$ cat config.mk
export PLATFORM = sky130hd
export DESIGN_NAME = lsu_stage
export DESIGN_NICKNAME = d
export VERILOG_FILES = /design/src/rtl/lsu_stage_pkg.sv /design/src/rtl/lsu_check.sv /design/src/rtl/lsu_stage.sv
export SDC_FILE = /design/constraint.sdc
export NUM_CORES = 1
export LEC_CHECK = 0
export ABC_AREA = 1
export CAP_MARGIN = 20
export CORE_UTILIZATION = 40
export CTS_BUF_LIST = sky130_fd_sc_hd__clkbuf_8
export CTS_CLUSTER_DIAMETER = 30
export DETAILED_ROUTE_END_ITERATION = 8
export PLACE_DENSITY = 0.68
export RECOVER_POWER = 25
export SYNTH_ARGS = -nofsm -noshare
export SYNTH_HDL_FRONTEND = slang
export SYNTH_SLANG_ARGS = --single-unit
$ cat constraint.sdc
create_clock -name i_clk -period 4.7 [get_ports i_clk]
set_clock_uncertainty 0.1 [all_clocks]
set_input_delay 1.175 -clock i_clk [delete_from_list [all_inputs] [get_ports i_clk]]
set_output_delay 1.175 -clock i_clk [all_outputs]
set_load 0.02 [all_outputs]
$ cat src/rtl/lsu_stage_pkg.sv
// Shared definitions for the load/store unit: op field positions, size and
// exception codes, FSM state encoding, default memory size and a helper that
// extends right-justified load data.
// Optional feature macro: LSU_MMIO_EN (memory-mapped I/O window).
`ifndef MEM_SIZE
`define MEM_SIZE 1024
`endif

package lsu_stage_pkg;

  localparam int unsigned DEF_MEM_SIZE = `MEM_SIZE;
`ifdef LSU_MMIO_EN
  localparam logic [31:0] DEF_MMIO_BASE = 32'hFFFF0000;
`endif

  // op field positions
  localparam int OP_STORE_BIT    = 3;
  localparam int OP_UNSIGNED_BIT = 2;

  typedef enum logic [1:0] {
    SZ_BYTE    = 2'd0,
    SZ_HALF    = 2'd1,
    SZ_WORD    = 2'd2,
    SZ_ILLEGAL = 2'd3
  } size_code_e;

  typedef enum logic [1:0] {
    EXC_NONE     = 2'd0,
    EXC_MISALIGN = 2'd1,
    EXC_BUS      = 2'd2,
    EXC_ILLEGAL  = 2'd3
  } exc_e;

  typedef enum logic [1:0] {
    ST_IDLE      = 2'd0,
    ST_ACCESS    = 2'd1,
    ST_RESP      = 2'd2,
    ST_MMIO_WAIT = 2'd3
  } state_e;

  // Number of bytes moved for a size code; 0 for the illegal code.
  function automatic logic [2:0] size_bytes(input logic [1:0] code);
    logic [2:0] n;
    case (code)
      SZ_BYTE: n = 3'd1;
      SZ_HALF: n = 3'd2;
      SZ_WORD: n = 3'd4;
      default: n = 3'd0;
    endcase
    return n;
  endfunction

  // Sign- or zero-extend right-justified data of the given size to 32 bits.
  function automatic logic [31:0] extend_load(input logic [31:0] raw,
                                              input logic [1:0]  code,
                                              input logic        uns);
    logic [31:0] r;
    case (code)
      SZ_BYTE: r = uns ? {24'd0, raw[7:0]}  : {{24{raw[7]}},  raw[7:0]};
      SZ_HALF: r = uns ? {16'd0, raw[15:0]} : {{16{raw[15]}}, raw[15:0]};
      SZ_WORD: r = raw;
      default: r = 32'd0;
    endcase
    return r;
  endfunction

endpackage

$ cat src/rtl/lsu_check.sv
// Combinational request checker: decodes the op, yields the byte count and
// the highest-priority exception (illegal > misaligned > bus error).
// Kept stand-alone so a fetch-side checker can reuse it.
// Optional feature macro: LSU_MMIO_EN (addresses >= MMIO_BASE skip the range check).
module lsu_check
  import lsu_stage_pkg::*;
#(
  parameter int unsigned MEM_SIZE = DEF_MEM_SIZE
`ifdef LSU_MMIO_EN
  , parameter logic [31:0] MMIO_BASE = DEF_MMIO_BASE
`endif
) (
  input  logic [3:0]  op,
  input  logic [31:0] addr,
  output logic        is_store,
  output logic        is_unsigned,
  output logic [2:0]  nbytes,
`ifdef LSU_MMIO_EN
  output logic        is_mmio,
`endif
  output logic [1:0]  exc
);

  logic [32:0] end_addr;
  logic        illegal;
  logic        misaligned;
  logic        in_mmio;
  logic        out_of_range;

  // Decode the op and rank the possible faults for this request.
  always_comb begin
    is_store    = op[OP_STORE_BIT];
    is_unsigned = op[OP_UNSIGNED_BIT];
    nbytes      = size_bytes(op[1:0]);
    end_addr    = {1'b0, addr} + {30'd0, nbytes};
    illegal     = (op[1:0] == SZ_ILLEGAL);

    case (op[1:0])
      SZ_HALF: misaligned = addr[0];
      SZ_WORD: misaligned = |addr[1:0];
      default: misaligned = 1'b0;
    endcase

`ifdef LSU_MMIO_EN
    in_mmio = (addr >= MMIO_BASE);
    is_mmio = in_mmio;
`else
    in_mmio = 1'b0;
`endif

    // 33-bit compare so an access touching the top of the address space
    // cannot wrap back into range.
    out_of_range = !in_mmio && (end_addr > 33'(MEM_SIZE));

    if (illegal) begin
      exc = EXC_ILLEGAL;
    end else if (misaligned) begin
      exc = EXC_MISALIGN;
    end else if (out_of_range) begin
      exc = EXC_BUS;
    end else begin
      exc = EXC_NONE;
    end
  end

endmodule

$ cat src/rtl/lsu_stage.sv
// Load/store unit between execute and the byte-addressed big-endian RAM.
// A request is latched in IDLE, checked on the following cycle, then either
// answered with an exception or sent to the RAM for exactly one ACCESS cycle.
// The response is held in RESP until the consumer takes it.
// Optional feature macro: LSU_MMIO_EN (adds an MMIO port and MMIO_WAIT state).
module lsu_stage
  import lsu_stage_pkg::*;
#(
  parameter int unsigned MEM_SIZE = DEF_MEM_SIZE
`ifdef LSU_MMIO_EN
  , parameter logic [31:0] MMIO_BASE = DEF_MMIO_BASE
`endif
) (
  input  logic        i_clk,
  input  logic        i_rst_n,
  input  logic        i_req_valid,
  output logic        o_req_ready,
  input  logic [3:0]  i_op,
  input  logic [31:0] i_addr,
  input  logic [31:0] i_wdata,
  output logic        o_rsp_valid,
  input  logic        i_rsp_ready,
  output logic [31:0] o_rdata,
  output logic [1:0]  o_exc,
  output logic [31:0] o_badaddr,
  output logic [31:0] o_ram_addr,
  output logic [2:0]  o_ram_rsize,
  output logic        o_ram_rsign,
  output logic [2:0]  o_ram_wsize,
  output logic [31:0] o_ram_wdata,
`ifdef LSU_MMIO_EN
  output logic        o_mmio_req,
  output logic        o_mmio_we,
  output logic [31:0] o_mmio_addr,
  output logic [31:0] o_mmio_wdata,
  output logic [2:0]  o_mmio_size,
  input  logic        i_mmio_ack,
  input  logic [31:0] i_mmio_rdata,
`endif
  input  logic [31:0] i_ram_rdata
);

  state_e      state_r;
  logic        pending_r;   // request latched in IDLE, check runs this cycle
  logic [3:0]  op_r;
  logic [31:0] addr_r;
  logic [31:0] wdata_r;

  logic        chk_is_store;
  logic        chk_is_unsigned;
  logic [2:0]  chk_nbytes;
  logic [1:0]  chk_exc;
`ifdef LSU_MMIO_EN
  logic        chk_is_mmio;
`endif

  lsu_check #(
    .MEM_SIZE    (MEM_SIZE)
`ifdef LSU_MMIO_EN
    , .MMIO_BASE (MMIO_BASE)
`endif
  ) u_check (
    .op          (op_r),
    .addr        (addr_r),
    .is_store    (chk_is_store),
    .is_unsigned (chk_is_unsigned),
    .nbytes      (chk_nbytes),
`ifdef LSU_MMIO_EN
    .is_mmio     (chk_is_mmio),
`endif
    .exc         (chk_exc)
  );

  // Request/response FSM with all outputs registered; RAM strobes are only
  // non-zero during ACCESS and reset clears them asynchronously so an
  // abandoned store never commits.
  always_ff @(posedge i_clk or negedge i_rst_n) begin
    if (!i_rst_n) begin
      state_r      <= ST_IDLE;
      pending_r    <= 1'b0;
      op_r         <= 4'd0;
      addr_r       <= 32'd0;
      wdata_r      <= 32'd0;
      o_req_ready  <= 1'b1;
      o_rsp_valid  <= 1'b0;
      o_rdata      <= 32'd0;
      o_exc        <= EXC_NONE;
      o_badaddr    <= 32'd0;
      o_ram_addr   <= 32'd0;
      o_ram_rsize  <= 3'd0;
      o_ram_rsign  <= 1'b0;
      o_ram_wsize  <= 3'd0;
      o_ram_wdata  <= 32'd0;
`ifdef LSU_MMIO_EN
      o_mmio_req   <= 1'b0;
      o_mmio_we    <= 1'b0;
      o_mmio_addr  <= 32'd0;
      o_mmio_wdata <= 32'd0;
      o_mmio_size  <= 3'd0;
`endif
    end else begin
      case (state_r)
        ST_IDLE: begin
          if (pending_r) begin
            pending_r <= 1'b0;
            if (chk_exc != EXC_NONE) begin
              // Faulting request: answer directly, RAM stays untouched.
              o_exc       <= chk_exc;
              o_badaddr   <= addr_r;
              o_rdata     <= 32'd0;
              o_rsp_valid <= 1'b1;
              state_r     <= ST_RESP;
            end
`ifdef LSU_MMIO_EN
            else if (chk_is_mmio) begin
              o_mmio_req   <= 1'b1;
              o_mmio_we    <= chk_is_store;
              o_mmio_addr  <= addr_r;
              o_mmio_wdata <= chk_is_store ? wdata_r : 32'd0;
              o_mmio_size  <= chk_nbytes;
              state_r      <= ST_MMIO_WAIT;
            end
`endif
            else begin
              o_ram_addr <= addr_r;
              if (chk_is_store) begin
                o_ram_wsize <= chk_nbytes;
                o_ram_wdata <= wdata_r;
              end else begin
                o_ram_rsize <= chk_nbytes;
                o_ram_rsign <= ~chk_is_unsigned;
              end
              state_r <= ST_ACCESS;
            end
          end else if (i_req_valid) begin
            op_r        <= i_op;
            addr_r      <= i_addr;
            wdata_r     <= i_wdata;
            pending_r   <= 1'b1;
            o_req_ready <= 1'b0;
          end else begin
            o_req_ready <= 1'b1;
          end
        end

        ST_ACCESS: begin
          // The RAM read is combinational; its value is valid this cycle.
          o_rdata     <= chk_is_store ? 32'd0 : i_ram_rdata;
          o_exc       <= EXC_NONE;
          o_badaddr   <= 32'd0;
          o_rsp_valid <= 1'b1;
          o_ram_addr  <= 32'd0;
          o_ram_rsize <= 3'd0;
          o_ram_rsign <= 1'b0;
          o_ram_wsize <= 3'd0;
          o_ram_wdata <= 32'd0;
          state_r     <= ST_RESP;
        end

        ST_RESP: begin
          if (i_rsp_ready) begin
            o_rsp_valid <= 1'b0;
            o_rdata     <= 32'd0;
            o_exc       <= EXC_NONE;
            o_badaddr   <= 32'd0;
            o_req_ready <= 1'b1;
            state_r     <= ST_IDLE;
          end else begin
            o_rsp_valid <= 1'b1;
          end
        end

`ifdef LSU_MMIO_EN
        ST_MMIO_WAIT: begin
          if (i_mmio_ack) begin
            o_mmio_req   <= 1'b0;
            o_mmio_we    <= 1'b0;
            o_mmio_addr  <= 32'd0;
            o_mmio_wdata <= 32'd0;
            o_mmio_size  <= 3'd0;
            o_rdata      <= chk_is_store ? 32'd0
                                         : extend_load(i_mmio_rdata, op_r[1:0], chk_is_unsigned);
            o_exc        <= EXC_NONE;
            o_badaddr    <= 32'd0;
            o_rsp_valid  <= 1'b1;
            state_r      <= ST_RESP;
          end else begin
            o_mmio_req <= 1'b1;
          end
        end
`endif

        default: begin
          state_r     <= ST_IDLE;
          pending_r   <= 1'b0;
          o_req_ready <= 1'b1;
          o_rsp_valid <= 1'b0;
          o_ram_rsize <= 3'd0;
          o_ram_wsize <= 3'd0;
        end
      endcase
    end
  end

endmodule

# [Word level (Yosys, flattened, before mapping)]
# Cells that the tools add are included.
[totals] romBits=0 wordCells=100 memories=0 latch_bits=0 reg_bits=210 mem_bits_rw=0 out_inout_bits=139 input_bits=104
[op_classes] bitwise=4 mul=0 div_mod_pow=0 shift=0 order_cmp=1 n_eq_ne=12 muxes=50 n_addsub=1 reduce_logical=17
[ops] operator="$mux 32" count=11
[ops] operator="$pmux 32 s3" count=2
[ops] operator="$pmux 32 s2" count=2
[ops] operator="$add 32x3->33" count=1
[ops] operator="$gt 33x11->1 const B" count=1
[ops] operator="$reduce_and 4->1" count=5
[ops] operator="$mux 3" count=6
[ops] operator="$mux 2" count=8
[ops] operator="$ne 2x2->1 const B" count=7
[ops] operator="$pmux 2 s3" count=2
[ops] operator="$pmux 3 s2" count=2
[ops] operator="$mux 1" count=11
[ops] operator="$pmux 3 s3" count=1
[ops] operator="$reduce_and 3->1" count=3
[ops] operator="$eq 2x2->1 const B" count=3
[ops] operator="$pmux 1 s2" count=3
[ops] operator="$pmux 1 s3" count=2
[ops] operator="$eq 2x1->1 const B" count=2
[ops] operator="$logic_not 2->1" count=2
[ops] operator="$not 1->1" count=4
[ops] operator="$reduce_and 2->1" count=2
[ops] operator="$reduce_bool 2->1" count=2
[ops] operator="$reduce_or 2->1" count=2
[ops] operator="$reduce_bool 3->1" count=1

# [Logic depth before layout (Yosys ltp)]
[logic_depth] ltp_word=11 depth_mapped=23 ltp_nobuf=21

# [Modules after synthesis]
# From an unflattened synthesis, not the netlist that was laid out.
[unflattened] cells_unflattened=1522 hier_area_um2=11265.8
[modules_own_cells] mod="lsu_stage" seq_area_each_um2=5256.3 n_inst=1 area_per_inst_um2=9776.9 cells_per_inst=1209
[modules_own_cells] mod="lsu_check" seq_area_each_um2=0.0 n_inst=1 area_per_inst_um2=1488.9 cells_per_inst=313

# [Least setup slack after synthesis]
# Ideal clock, no wire load.
[synth_path] path_type="register to register" from="register op_r[0]" to="register o_ram_addr[10]" arrival_ps=2865 slack_ps=1617 path_stages_with_launch=20 n_path_buf=2 path_cell_list="dfrtp_1 inv_1 ha_1 ha_1 fa_1 or2_2 nor2_1 nand3_1 nor2_1 nand2_1 o21ai_0 nand3_1 nor2_2 nand3_1 nand2_1 buf_6 nand3_4 buf_6 nand2_1 nand2_1"
[synth_between] elab_chain_cells=10 word_cells_on_any_way=14 classes_between="add/sub (1); order compare (1); eq/ne (4); mux (5); reduce/logical (3)"
[synth_rtl] element="start, declared" line="lsu_stage.sv:45" source="logic [3:0] op_r;"
[synth_rtl] element="start signal, assigned" line="lsu_stage.sv:136" source="op_r <= i_op;"
[synth_rtl] element="$eq 2x2->1, or another cell as far along" line="lsu_stage_pkg.sv:44, lsu_check.sv:38"
[synth_rtl] element="$pmux 3 s3" line="lsu_stage_pkg.sv:44" source="case (code)"
[synth_rtl] element="$add 32x3->33" line="lsu_check.sv:35" source="end_addr = {1'b0, addr} + {30'd0, nbytes};"
[synth_rtl] element="$gt 33x11->1" line="lsu_check.sv:53" source="out_of_range = !in_mmio && (end_addr > 33'(MEM_SIZE));"
[synth_rtl] element="$mux 2" line="lsu_check.sv:59" source="end else if (out_of_range) begin"
[synth_rtl] element="$mux 2" line="lsu_check.sv:57" source="end else if (misaligned) begin"
[synth_rtl] element="$mux 2 (*)" line="lsu_check.sv:55" source="if (illegal) begin"
[synth_rtl] element="$reduce_bool 2->1 (*)" line="lsu_stage.sv:106" source="if (chk_exc != EXC_NONE) begin"
[synth_rtl] element="$ne 2x2->1 (no line) (*)"
[synth_rtl] element="$reduce_and 3->1 (no line) (*)"
[synth_rtl] element="end signal, assigned" line="lsu_stage.sv:125" source="o_ram_addr <= addr_r;"
[synth_rtl] element="end, declared" line="lsu_stage.sv:26" source="output logic [31:0] o_ram_addr,"
# Mark *: on every way between the ends. The rest lies on a longest branch, timed or not.
# A chain may end at the register's enable or synchronous reset.

# [Worst setup path after layout]
[layout_path] from="register op_r[1]" to="register o_ram_addr[10]"
# Same word-level chain as after synthesis.

==> results_tabular.tex <==
\begin{tabular}{lr}
\hline
Metric & Value \\
\hline
\multicolumn{2}{l}{\textbf{Outcome}} \\
\quad Run status & finished, violations left \\
\quad Failing checks & max-capacitance violations, max-slew violations \\
\multicolumn{2}{l}{\textbf{Logic synthesis}} \\
\quad Share of synthesized area spent on multiplexers & 0.2191\% \\
\quad Main combinational cell family by area after synthesis & simple AND/OR/NAND/NOR gates \\
\quad Xor/xnor cell area share of the yosys netlist & 0\% \\
\quad Async set-reset flop share out of synthesis & 100.0\% \\
\quad Number of instances in the synthesized netlist & 1324 \\
\quad EDFF count, synth & 0 \\
\quad Synthesized Nets & $\sim$1400 \\
\quad Count of state elements after synthesis & 210 \\
\quad Number of library cell types mapped by synthesis & 32 \\
\quad Average footprint of a synthesized cell & between 7 and 8 um\^{}2 \\
\quad Top flip-flop cell by instance count after synthesis & dfrtp\_1 \\
\quad Simple-gate share of the synthesized area & 30.55\% \\
\quad Post-Syn Area & $\sim$10000 um\^{}2 \\
\quad Post-Synth Adder-Cell Area & 1.777\% \\
\quad Sequential element share of the synthesized area & 51.14\% \\
\quad Count of yosys warnings during synthesis & 0 \\
\quad Compound-gate portion of the synthesized area & $\sim$7.7\% \\
\multicolumn{2}{l}{\textbf{Place}} \\
\quad GPL Wtd Cong & 0.9762 \\
\quad Half-perimeter wire length after placement & 21240 um \\
\quad IO Port Bufs & 242 \\
\quad Area after detailed placement & between 10000 and 15000 um\^{}2 \\
\multicolumn{2}{l}{\textbf{Route}} \\
\quad Routed WL & 29330 um \\
\quad Vias per Instance & around 5 \\
\quad Remaining DRCs & 0 \\
\quad Post-DRT Antenna Nets & 0 \\
\quad Initial DRT Pass Iterations & 6 \\
\quad Vias after detailed routing & 9374 \\
\quad Initial DRC count & between 700 and 800 \\
\quad Detail-routed net length per standard cell & 15.20 um \\
\multicolumn{2}{l}{\textbf{Die}} \\
\quad Top-Level Pins & 243 \\
\quad Initial Utilization & 40.81\% \\
\quad Area inside the core boundary & 25180 um\^{}2 \\
\quad Num rows & 58 \\
\quad Die height & about 160 um \\
\quad Die W & between 150 and 200 um \\
\quad Area enclosed by the die boundary & about 26000 um\^{}2 \\
\multicolumn{2}{l}{\textbf{Final layout}} \\
\quad Finished Core Util & 54.99\% \\
\quad N\_diodes & 0 \\
\quad Layout cell share with drive strength beyond 1 & around 8\% \\
\quad Area Growth Syn to Fin & 34.73\% \\
\quad Count of filler cells inserted in the layout & between 2000 and 2500 \\
\quad Final nets & 1682 \\
\quad Fin area & about 14000 um\^{}2 \\
\multicolumn{2}{l}{\textbf{Setup path}} \\
\quad CP max stage delay & 0.44 ns \\
\quad List of cells traversed by the critical path & inv\_1, ha\_1, ha\_1, fa\_1, nand3\_1, nand2\_1, nand2\_1, inv\_1, nand4\_1, nand2\_1, nor2\_1, nand2\_1, nor2\_1, nand2\_1, nor2\_2, nand3\_1, nand2\_2, nand3\_4, nand2\_1, nand2\_1 \\
\quad Crit-path most repeated cell & nand2\_1 \\
\quad Reg-to-reg critical path startpoint & op\_r[1] \\
\quad Worst-path fanout max & 32 \\
\quad Number of cells on the critical path & 20 \\
\quad Endpoint of the worst-slack reg-to-reg timing path & o\_ram\_addr[10] \\
\quad CP Launch Type & flop \\
\quad CP bufs+invs & 2 \\
\quad Critical Setup Path Class & reg -> reg \\
\quad Critical path's top delay family & simple AND/OR/NAND/NOR gates \\
\quad CP Data Arrival Time & 4.42 ns \\
\quad Endpoint kind of the worst setup timing path & flop \\
\quad Number of cell instances on the worst register-to-register path & 20 \\
\quad CP max stage cell & fa\_1 \\
\quad Register-to-register path setup slack & 0.61 ns \\
\quad Critical Path RT & 5.03 ns \\
\multicolumn{2}{l}{\textbf{Clock network}} \\
\quad Clock buffer count from CTS & 47 \\
\quad CTS-repair resized insts & 0 \\
\quad \# clock sinks & 210 \\
\quad Hold buffer count at CTS & 0 \\
\quad Setup repair bufs after CTS & 0 \\
\quad H-Tree Level Count & 2 \\
\quad Clock insertion delay at the later pin of the skew report & $\sim$0.56 ns \\
\quad Clock tree from TritonCTS & built \\
\quad Register clock-pin slew on the reported worst setup and hold paths & 0.05 ns \\
\quad Buffer levels on the longest clock path & 3 \\
\quad Library cell used as clock root buffer & clkbuf\_8 \\
\multicolumn{2}{l}{\textbf{Global routing}} \\
\quad Sum of overflow across all layers after global routing & 0 \\
\quad Initial antenna violation count & 0 \\
\quad Gr usage total & about 23\% \\
\quad Maximum number of pins on one net before global-route repair & 133 \\
\quad Via count of the first global-routing pass & 9139 \\
\quad Global-route wire length before repair & 47110 um \\
\multicolumn{2}{l}{\textbf{Pwr}} \\
\quad Power Dens Cells & 642.1 nW/um\^{}2 \\
\quad Leak pwr & 6.638 nW \\
\quad Largest voltage drop on the vdd net & 0.4114 mV \\
\quad Overall power & 8.892 mW \\
\multicolumn{2}{l}{\textbf{STA}} \\
\quad Time the worst path needs with I/O delays and setup & 4.092 ns \\
\quad Total count of max-transition violations in the final report & 93 \\
\quad Transition time at the pin with the least slew margin & around 2.3 ns \\
\quad Hold Slack & 0.3630 ns \\
\quad Unrepaired setup endpoints after global routing & false \\
\quad Portion of the clock cycle consumed by the worst path in the final layout & 87.06\% \\
\quad Worst relative slew slack & -50.94\% \\
\quad Maximum clock rate & 244.4 MHz \\
\quad Setup TNS & 0 ns \\
\quad Number of setup violations in the final report & 0 \\
\quad Final Hold Vio Count & 0 \\
\multicolumn{2}{l}{\textbf{Worst hold path}} \\
\quad Hold Path Cell Cnt & 2 \\
\quad Worst Hold Path EP & o\_ram\_addr[25] \\
\quad Hold Startpoint & o\_ram\_addr[25] \\
\quad Hold crit path type & reg -> reg \\
\multicolumn{2}{l}{\textbf{Flow run}} \\
\quad Max-cap viol count & 1 \\
\hline
\end{tabular}
==> report_power, final <==
part,internal (mW),switching [mW],leakage (nW)
clock network,1.25,0.836,0.546
registers,2.45,0.500,2.73
logic,1.38,2.47,3.36
total,5.08,3.81,6.64
==> flip-flops by register name, indices dropped and copies added, names as in the netlist, 4 cells and up <==
| signal | count |
|---|---|
| o_ram_addr | 32 |
| op_r | 4 |
| o_badaddr | 32 |
| addr_r | 32 |
| o_rdata | 32 |
| wdata_r | 32 |
| o_ram_wdata | 32 |
==> per-stage QoR <==
| stage | setup slack (ns) | cells |
|---|---|---|
| final | 0.6083 | 1929 |
| after global routing | 0.2282 | 1929 |
| after CTS | 0.6079 | 1929 |
| after detailed placement | 0.6486 | 1845 |
| after global placement | 0.7490 | 1845 |
| after floorplan | 1.617 | 1324 |
==> worst register-to-register path, delay by kind of cell (launching register included) <==
family	cells	cell delay, ns
DFF	1	0.42
and+or+nand+nor	15	2.30
buffers and inverters	2	0.24
adders and majority gates	3	0.93
==> synthesized netlist by cell type (5+ instances only) <==
cell type | count | share of area, %
o21ai_2 | 13 | 1.1
o21ai_1 | 44 | 2.1
buf_6 | 6 | 0.66
buf_2 | 5 | 0.24
buf_4 | 6 | 0.44
nand4_1 | 59 | 3.6
nand2_1 | 491 | 18
clkbuf_1 | 38 | 1.4
buf_8 | 8 | 1.2
nor2_2 | 7 | 0.43
inv_1 | 126 | 4.6
ha_1 | 13 | 1.6
dfrtp_1 | 209 | 51
nand3_1 | 50 | 2.4
o21ai_0 | 84 | 4.1
nor2_1 | 140 | 5.1
==> cell usage in the layout, fill, tap and decap left out, drive strengths merged <==
master | Yosys | final
fa | 1 | 1
o21ai | 141 | 141
dfrtp | 209 | 209
nand4 | 60 | 60
clkinv | 0 | 13
clkbuf | 38 | 58
nand3b | 2 | 2
nor2 | 149 | 149
a21oi | 3 | 3
inv | 128 | 137
dfstp | 1 | 1
or2 | 1 | 1
buf | 26 | 12
nand2 | 494 | 494
mux2 | 2 | 2
a22oi | 2 | 2
nand3 | 52 | 52
nor3 | 1 | 1
ha | 13 | 13
bufinv | 0 | 3
o21bai | 1 | 1
clkinvlp | 0 | 3
clkdlybuf4s50 | 0 | 241
==> cell type report <==
class	instances	area, um^2	share of cell area (%)
repair buffers	255	2537	18.32
multi-input cells	922	4161	30.05
clock inverters	28	227.7	1.645
well taps	330	412.9	2.982
inverters	128	480.5	3.470
flip-flops and latches	210	5256	37.96
clock buffers	56	770.7	5.566
==> kinds of logic (layout without fill, tap and decap cells) <==
family,count (synthesis),in the layout
AND/OR/NAND/NOR,759,759
flip-flops,210,210
buffers and inverters,192,467
AO/OA/AOI/OAI,147,147
adder cells (fa/ha/maj),14,14
multiplexers,2,2
==> worst max-delay path by stage <==
stage | startpoint | to | slack [ns]
floorplan | op_r[0] | o_ram_addr[10] | 1.62
global placement | op_r[1] | o_ram_addr[20] | 0.75
detailed placement | op_r[0] | o_ram_addr[8] | 0.65
CTS | op_r[0] | o_ram_addr[8] | 0.61
global route | i_rst_n | addr_r[20] | 0.23
finish | op_r[1] | o_ram_addr[10] | 0.61
==> metal layers <==
metal  track usage, %  wire [um]  vias to the layer above  part of all wire [%]
met1            31.36      13500                     4335                    46
met4            6.304        547                        0                   1.9
met2            35.68      13360                      321                    46
met5                0          0                        -                     0
met3            4.239       1916                       43                   6.5
li1                 -          -                     4675                     -
Power figures use the tool's default switching activity.
